<file path="config.mk">
export PLATFORM = sky130hd
export DESIGN_NAME = dmem_uart_tx
export DESIGN_NICKNAME = d
export VERILOG_FILES = /design/src/rtl/dmem_uart_tx_pkg.sv /design/src/rtl/sync_fifo.sv /design/src/rtl/dmem_uart_tx.sv
export SDC_FILE = /design/constraint.sdc
export NUM_CORES = 1
export LEC_CHECK = 0
export CAP_MARGIN = 30
export CORE_MARGIN = 2
export CORE_UTILIZATION = 50
export CTS_CLUSTER_SIZE = 10
export DETAILED_ROUTE_END_ITERATION = 8
export PLACE_DENSITY = 0.76
export SLEW_MARGIN = 20
export SYNTH_ARGS = -nofsm -noshare
export SYNTH_HDL_FRONTEND = slang
export SYNTH_SLANG_ARGS = --single-unit
export TNS_END_PERCENT = 100
</file>
<file path="constraint.sdc">
create_clock -name clk -period 3.4 [get_ports clk]
set_input_delay 0.68 -clock clk [delete_from_list [all_inputs] [get_ports clk]]
set_output_delay 0.68 -clock clk [all_outputs]
set_load 0.02 [all_outputs]
</file>
<file path="src/rtl/dmem_uart_tx_pkg.sv">
// dmem_uart_tx_pkg: register map, STATUS bit positions and TX FSM states (UART_TX_PARITY_EN adds PARITY)
package dmem_uart_tx_pkg;
  localparam logic [1:0] REG_TXDATA  = 2'd0;
  localparam logic [1:0] REG_STATUS  = 2'd1;
  localparam logic [1:0] REG_BAUDDIV = 2'd2;
  localparam int ST_FULL  = 0;
  localparam int ST_EMPTY = 1;
  localparam int ST_BUSY  = 2;
  localparam int ST_OVF   = 3;
  localparam int ST_COUNT = 7;
`ifdef UART_TX_PARITY_EN
  typedef enum logic [2:0] {S_IDLE, S_START, S_DATA, S_PARITY, S_STOP} state_t;
`else
  typedef enum logic [1:0] {S_IDLE, S_START, S_DATA, S_STOP} state_t;
`endif
  function automatic logic [15:0] eff_div(input logic [15:0] d);
    return (d == 16'd0) ? 16'd1 : d;
  endfunction
endpackage

</file>
<file path="src/rtl/sync_fifo.sv">
// sync_fifo: show-ahead synchronous FIFO; push when full and pop when empty are ignored
module sync_fifo #(
  parameter int WIDTH = 8,
  parameter int DEPTH = 8
) (
  input  logic                     clk,
  input  logic                     rst,
  input  logic                     push,
  input  logic [WIDTH-1:0]         wdata,
  input  logic                     pop,
  output logic [WIDTH-1:0]         rdata,
  output logic                     full,
  output logic                     empty,
  output logic [$clog2(DEPTH):0]   count
);
  localparam int AW = $clog2(DEPTH);
  logic [WIDTH-1:0] mem [DEPTH];
  logic [AW-1:0] wptr, rptr;
  logic do_push, do_pop;
  assign do_push = push & ~full;
  assign do_pop = pop & ~empty;
  assign full = count == (AW+1)'(DEPTH);
  assign empty = count == '0;
  assign rdata = mem[rptr];
  always_ff @(posedge clk) begin
    if (rst) begin
      wptr <= '0;
      rptr <= '0;
      count <= '0;
    end else begin
      if (do_push) wptr <= wptr + 1'b1;
      if (do_pop) rptr <= rptr + 1'b1;
      count <= count + {{AW{1'b0}}, do_push} - {{AW{1'b0}}, do_pop};
    end
  end
  always_ff @(posedge clk)
    if (do_push) mem[wptr] <= wdata;
endmodule

</file>
<file path="src/rtl/dmem_uart_tx.sv">
// dmem_uart_tx: data-bus mapped UART transmitter (8N1; 8E1 when UART_TX_PARITY_EN is defined)
module dmem_uart_tx
  import dmem_uart_tx_pkg::*;
#(
  parameter int               AWIDTH     = 14,
  parameter int               XLEN       = 32,
  parameter logic [AWIDTH-1:0] BASE_ADDR = 'h3F00,
  parameter int               FIFO_DEPTH = 8,
  parameter logic [15:0]      DIV_RESET  = 16'd868
) (
  input  logic              clk,
  input  logic              rst,
  input  logic [AWIDTH-1:0] addr,
  input  logic [XLEN-1:0]   qin,
  input  logic [3:0]        we,
  output logic [XLEN-1:0]   qout,
  output logic              txd,
  output logic              irq
);
  localparam int CW = $clog2(FIFO_DEPTH) + 1;
`ifdef UART_TX_PARITY_EN
  localparam state_t POST_DATA = S_PARITY;
`else
  localparam state_t POST_DATA = S_STOP;
`endif
  logic sel, wr_tx, wr_st, wr_div, full, empty, pop, ovf, par, bit_done, unused;
  logic [1:0] off;
  logic [7:0] fifo_q, sh;
  logic [CW-1:0] count;
  logic [15:0] bauddiv, div_eff, div_lat, cnt;
  logic [2:0] bit_idx;
  logic [XLEN-1:0] rdata;
  state_t state;
  assign sel = addr[AWIDTH-1:4] == BASE_ADDR[AWIDTH-1:4];
  assign off = addr[3:2];
  assign wr_tx = sel & (off == REG_TXDATA) & we[0];
  assign wr_st = sel & (off == REG_STATUS) & we[0] & qin[ST_OVF];
  assign wr_div = sel & (off == REG_BAUDDIV);
  assign div_eff = eff_div(bauddiv);
  assign bit_done = cnt == 16'd0;
  // the head is popped straight from IDLE or at the end of STOP, so frames run back-to-back
  assign pop = ~empty & ((state == S_IDLE) | ((state == S_STOP) & bit_done));
  assign irq = empty & (state == S_IDLE);
  assign rdata = (off == REG_STATUS) ? XLEN'({count, 3'b000, ovf, state != S_IDLE, empty, full}) :
                 (off == REG_BAUDDIV) ? XLEN'(bauddiv) : '0;
  assign unused = ^{qin[XLEN-1:16], we[3:2], addr[1:0]};
  sync_fifo #(.WIDTH(8), .DEPTH(FIFO_DEPTH)) u_fifo (
    .clk(clk), .rst(rst), .push(wr_tx), .wdata(qin[7:0]), .pop(pop),
    .rdata(fifo_q), .full(full), .empty(empty), .count(count)
  );
  always_ff @(posedge clk) begin
    if (rst) begin
      qout <= '0;
      ovf <= 1'b0;
      bauddiv <= DIV_RESET;
    end else begin
      qout <= sel ? rdata : '0;
      ovf <= (wr_tx & full) | (ovf & ~wr_st);
      if (wr_div & we[0]) bauddiv[7:0] <= qin[7:0];
      if (wr_div & we[1]) bauddiv[15:8] <= qin[15:8];
    end
  end
  always_ff @(posedge clk) begin
    if (rst) begin
      state <= S_IDLE;
      txd <= 1'b1;
      cnt <= '0;
      div_lat <= 16'd1;
      sh <= '0;
      par <= 1'b0;
      bit_idx <= '0;
    end else if (pop) begin
      state <= S_START;
      txd <= 1'b0;
      sh <= fifo_q;
      par <= ^fifo_q;
      div_lat <= div_eff;
      cnt <= div_eff - 16'd1;
    end else if (state != S_IDLE) begin
      cnt <= bit_done ? div_lat - 16'd1 : cnt - 16'd1;
      if (bit_done) begin
        case (state)
          S_START: begin
            state <= S_DATA;
            txd <= sh[0];
            sh <= sh >> 1;
            bit_idx <= 3'd0;
          end
          S_DATA: begin
            state <= (bit_idx == 3'd7) ? POST_DATA : S_DATA;
            txd <= (bit_idx == 3'd7) ? ((POST_DATA == S_STOP) | par) : sh[0];
            sh <= sh >> 1;
            bit_idx <= bit_idx + 3'd1;
          end
`ifdef UART_TX_PARITY_EN
          S_PARITY: begin
            state <= S_STOP;
            txd <= 1'b1;
          end
`endif
          default: state <= S_IDLE;
        endcase
      end
    end
  end
endmodule
</file>
Word-level counts from Yosys, hierarchy flattened
Memory sizes are Yosys's and may differ from the RTL's. A register that Yosys moved wholly into a read port is not among the register bits.
Index checks and enable logic that the tools add are counted.
- memories kept: 1
- bits of input ports: 52
- word-level logic and storage cells: 102
- register bits: 105
- output and inout bits: 34
- RAM bits: 64
- memories (name ; depth ; width ; rd ports ; clocked after Yosys merged registers in ; wr ports ; RTL line ; text):
    u_fifo.mem ; 8 ; 8 ; 1 ; 1 ; 1 ; sync_fifo.sv:17 ; logic [WIDTH-1:0] mem [DEPTH];
- eq/ne operators: 8
- reduce and logical (&&, ||, !) cells: 21
- bitwise operators: 23
- add/sub/neg operators: 8
- muxes and demuxes: 25
- operators with widths (operator ; count):
    $mux W16 ; 4
    $sub A16 B1 Y16 const B ; 3
    $logic_not A16 Y1 ; 2
    $mux W8 ; 4
    $mux W11 ; 2
    $and A1 B1 Y1 ; 15
    $eq A10 B10 Y1 const B ; 1
    $mux W1 ; 10
    $reduce_bool A2 Y1 ; 5
    $add A3 B1 Y3 const B ; 3
    $eq A2 B2 Y1 const B ; 3
    $mux W3 ; 2
    $not A1 Y1 ; 6
    $pmux W3 S2 ; 1
    $reduce_and A3 Y1 ; 2
    $reduce_or A2 Y1 ; 3
    $add A4 B1 Y4 ; 1
    $eq A2 B1 Y1 const B ; 2
    $eq A4 B4 Y1 const B ; 1
    $logic_not A2 Y1 ; 2
    $logic_not A4 Y1 ; 1
    $pmux W2 S2 ; 1
    $reduce_and A2 Y1 ; 2
    $reduce_and A4 Y1 ; 1
    other kinds (7) ; 8

Longest topological paths before layout
- word-level depth: 7
- depth in mapped cells: 18
- mapped depth without buffers: 15

Hierarchy
A second synthesis with hierarchy kept.
- cell total of the unflattened synthesis: 622
- area total of the unflattened synthesis: 7059.3 um^2
- modules (own cells, without submodules) (module ; seq. area each (um^2) ; instances ; area each (um^2) ; cells each):
    dmem_uart_tx ; 1581.5 ; 1 ; 3878.7 ; 448
    sync_fifo ; 2182.1 ; 1 ; 3180.6 ; 174

Least setup slack after synthesis
No wires, ideal clock.
- kind: register to register
- start point: register u_fifo.count[2]
- end point: register cnt[12]
- path buffers: 3
- stages on the path, launching flop included: 18
- library setup time: 0.091 ns
- data required time: 3.309 ns
- arrival: 3.246 ns
- period minus slack after synthesis: 3.337 ns
- slack: 0.063 ns
- path through: dfxtp_1 inv_1 ha_1 and3_4 nor2_1 nand2_2 clkinv_2 buf_4 buf_2 buf_2 o21a_1 ha_1 inv_1 nor3_1 mux2_4 nand3_1 or3_1 a311oi_1
- longest elaborated chain between the ends: 4
- elaborated cells on any way between the ends: 5
- classes of those cells: 1 x mux; 2 x bitwise; 2 x reduce/logical
- RTL lines (item ; RTL line ; text):
    start: declaration ; sync_fifo.sv:14 ; output logic [$clog2(DEPTH):0] count
    start signal: assignment ; sync_fifo.sv:33 ; count <= count + {{AW{1'b0}}, do_push} - {{AW{1'b0}}, do_pop};
    $logic_not A4 Y1 (*) ; sync_fifo.sv:23 ; assign empty = count == '0;
    $not A1 Y1 (*) ; dmem_uart_tx.sv:42 ; assign pop = ~empty & ((state == S_IDLE) | ((state == S_STOP) & bit_done));
    $and A1 B1 Y1 (*) ; dmem_uart_tx.sv:42 ;
    $mux W16 / $reduce_bool A2 Y1 (equally long branches) ; - ;
    end signal: assignment ; dmem_uart_tx.sv:78 ; cnt <= div_eff - 16'd1;
    end signal: assignment ; dmem_uart_tx.sv:80 ; cnt <= bit_done ? div_lat - 16'd1 : cnt - 16'd1;
    end: declaration ; dmem_uart_tx.sv:30 ; logic [15:0] bauddiv, div_eff, div_lat, cnt;
Mark *: on every way between the ends. The rest lies on a longest branch, timed or not.
A chain may end at the register's enable or synchronous reset.

Final worst setup path
- start point: register state[0]
- end point: register cnt[12]
- longest elaborated chain between the ends: 5
- elaborated cells on any way between the ends: 8
- classes of those cells: 1 x eq/ne; 1 x mux; 3 x bitwise; 3 x reduce/logical
- RTL lines (item ; RTL line ; text):
    start: declaration ; dmem_uart_tx.sv:33 ; state_t state;
    start signal: assignment ; dmem_uart_tx.sv:90 ; state <= (bit_idx == 3'd7) ? POST_DATA : S_DATA;
    $eq A2 B2 Y1 ; dmem_uart_tx.sv:42 ;
    $and A1 B1 Y1 ; dmem_uart_tx.sv:42 ;
    $or A1 B1 Y1 ; dmem_uart_tx.sv:42 ;
    $and A1 B1 Y1 ; dmem_uart_tx.sv:42 ;
    $mux W16 / $reduce_bool A2 Y1 (equally long branches) ; - ;
Several ways; a longest one is shown, not always the timed one.

==> run metrics <==
most frequent cells in the layout 92 x dfxtp_1, 79 x nor2_1, 64 x edfxtp_1; total power 0.00641 W; Worst Clk Skew 0.00613 ns; fin nets 762; critical path class register to register; mux cell area share after synthesis 8.24%; height of the die 121 um; post-synthesis adder-cell area fraction 3.03%; clock tree from TritonCTS done; Lkg Pwr 3.00 nW; Multi-input gate area 0.00285 mm2; path depth of the worst reg2reg path 14; Post-Synth XOR/XNOR Area 2.04%; post-route ant nets 0; pin count of the biggest net entering global routing 61; largest family of logic cells by synthesized area simple AND/OR/NAND/NOR gates; 1st-iter DRT viols 521; maximum root-to-sink buffer count 2; Most used DFF post-synth dfxtp_1; startpoint types register; fin. max-slew vios 0; worst hold path depth 2; Layout fillers 1,054; unrepaired setup endpoints after global routing no; simple-gate share of the synthesized area 15.1%; yosys warns 0; Clk Latency, worst-skew pair 0.43 ns; Final HPWL DP 10,500 um; # diodes 0; clock slew at reported path FFs 0.07 ns; Tightest Pin Transition 0.777 ns; GRT overflow 0; first-pass GRT wire length 25,000 um; Die ar. 0.0147 mm2; distinct cell type count after synthesis 63; TritonCTS buffer count 17; Final min period 3.17 ns; EDFF count, synth 64; FFs w/ async S/R, synth 0%; CP Data Arrival Time 3.51 ns; share of layout cells above drive strength 1 13.4%; DIE WIDTH 121 um; fin util 61.4%; CP max stage delay 0.39 ns; max_slew headroom 48.2%; Final Wtd Congestion 0.873; register area share after synthesis 54.9%; clock sink count 156; non-filler cells, final 883; setup tns final 0 ns; Post-Synthesis Cell Area 0.00686 mm2; detailed-route wire length per cell 17.5 um; initial antenna violation count 0; cell count after placement 851; number of synthesized register bits 156; reg-to-reg slack, setup 0.23 ns; critical path, cell by cell inv_1, ha_1, clkinv_1, o21ai_4, nand2_2, buf_4, a21o_1, ha_1, inv_1, nor3_1, mux2_4, nand3_1, or3_1, a311oi_1; Initial Util 51.6%; Row Count 42; total number of vias 5,116; H-tree depth 4; crit-path max FO 21; cell count after synthesis 633; peak supply drop 472 uV; leading cell type in the layout, fill and taps excluded dfxtp_1; # setup viols final 0; Clock Tree Root clkbuf_16; Synth Area per Inst 10.8 um2; register area 0.00376 mm2; Synth Area in Compound Gates 12.1%; Max Fclk 315 MHz; Post CTS Setup Buffer Count 0; Min Hold Slack 0.463 ns; pwr dens 785 mW/mm2; Residual DRC 0; vias in the first global route 5,060; DR vias/cell 5.79; final period utilization 93.2%; CP max-delay cell or3_1; Ports 86; Critical Path RT 3.74 ns; Hold Path Class register to register; Total GRT Usage 22.4%; area grow syn2layout 18.9%; MaxCap Viol Count 0; cts hold-fix bufs 0; status finished, final reports clean; core area 0.0133 mm2; TritonRoute pass-1 iters 5; Hold Fails Final Rpt 0; Worst setup EP type register; IO Port Bufs 49; final wirelength 15,400 um
-- worst paths after layout --
check                                 from                        to
setup reg to reg     state[0]$_SDFFE_PP0P_      cnt[12]$_SDFFE_PP0P_
hold reg to reg   div_lat[13]$_SDFFE_PP0N_  div_lat[13]$_SDFFE_PP0N_
setup / recovery     state[0]$_SDFFE_PP0P_      cnt[12]$_SDFFE_PP0P_
hold / removal    div_lat[13]$_SDFFE_PP0N_  div_lat[13]$_SDFFE_PP0N_
-- synth_stat cells, types with 3 or more instances --
library cell	number	area share (%)
xnor2_1	8	1.0
edfxtp_1	64	28
and3_1	8	0.73
o21ai_1	9	0.66
dfxtp_1	92	27
clkbuf_1	20	1.1
nand2b_1	4	0.36
buf_4	18	2.0
a2111oi_0	3	0.38
buf_2	4	0.29
a21oi_1	58	4.2
ha_1	15	2.7
o22ai_1	3	0.27
nor4_1	9	0.82
xor2_1	8	1.0
a211o_1	5	0.64
o21ai_0	11	0.80
inv_2	3	0.16
and2_1	9	0.82
nand2_1	51	2.8
nand3_1	11	0.80
a311oi_1	4	0.51
nor3_1	16	1.2
a211oi_1	15	1.6
buf_1	6	0.33
nor2_1	79	4.3
mux2i_1	19	2.8
or3_1	6	0.55
a22o_1	8	1.0
or2_1	3	0.27
inv_1	9	0.49
mux4_2	16	5.3
-- critical path, delay by kind of cell, from the launching register on --
family / cells / cell delay, ns
AO/OA/AOI/OAI: 3 / 0.50
buffers and inverters: 4 / 0.62
adder cells (fa/ha/maj): 2 / 0.52
AND/OR/NAND/NOR: 4 / 0.83
flip-flops: 1 / 0.38
multiplexers: 1 / 0.22
-- cell families after synthesis --
logic type,Yosys count
other,1
AND/OR/NAND/NOR,215
buffers and inverters,63
flip-flops,156
multiplexers,36
XOR/XNOR,16
AO/OA/AOI/OAI,130
adder cells (fa/ha/maj),16
-- flip-flops by register name, indices dropped and copies added, names as in the netlist, named ones only --
register,count
bauddiv,16
bit_idx,3
cnt,16
div_lat,16
ovf,1
qout,16
sh,8
state,2
txd,1
u_fifo.count,4
u_fifo.mem,64
u_fifo.rptr,3
u_fifo.wptr,3
-- metal layers --
metal	global-route usage, %	vias to the layer above	routed length (um)
met5	0	-	0
met4	7.40	0	261
met3	7.42	21	1170
met2	35.8	256	7370
met1	28.7	2444	6640
li1	-	2395	-
-- stage by stage --
step / setup WS [ns] / instance area, um2
after detailed placement: 0.00540 / 7560
after global routing: 0.0272 / 8160
final: 0.230 / 8160
after floorplan: 0.0633 / 6920
after CTS: 0.199 / 8150
after global placement: 0.0681 / 7560
-- power breakdown --
group / total [W] / internal (W) / switching (W)
clock network: 0.00184 / 0.000997 / 0.000848
registers: 0.00230 / 0.00212 / 0.000171
logic: 0.00227 / 0.000906 / 0.00136
-- cell type report --
cell class / instances / area share (%)
multi-input cells: 429 / 34.9
inverters: 14 / 0.659
clock inverters: 14 / 1.78
repair buffers: 76 / 8.43
well taps: 176 / 2.70
clock buffers: 18 / 5.38
flip-flops and latches: 156 / 46.1
-- what timing repair did --
item	CTS	global route
endpoints found under the hold margin	0	0
resized for setup	0	2
setup endpoints to repair	0	2
(Power assumes the default switching activity.)
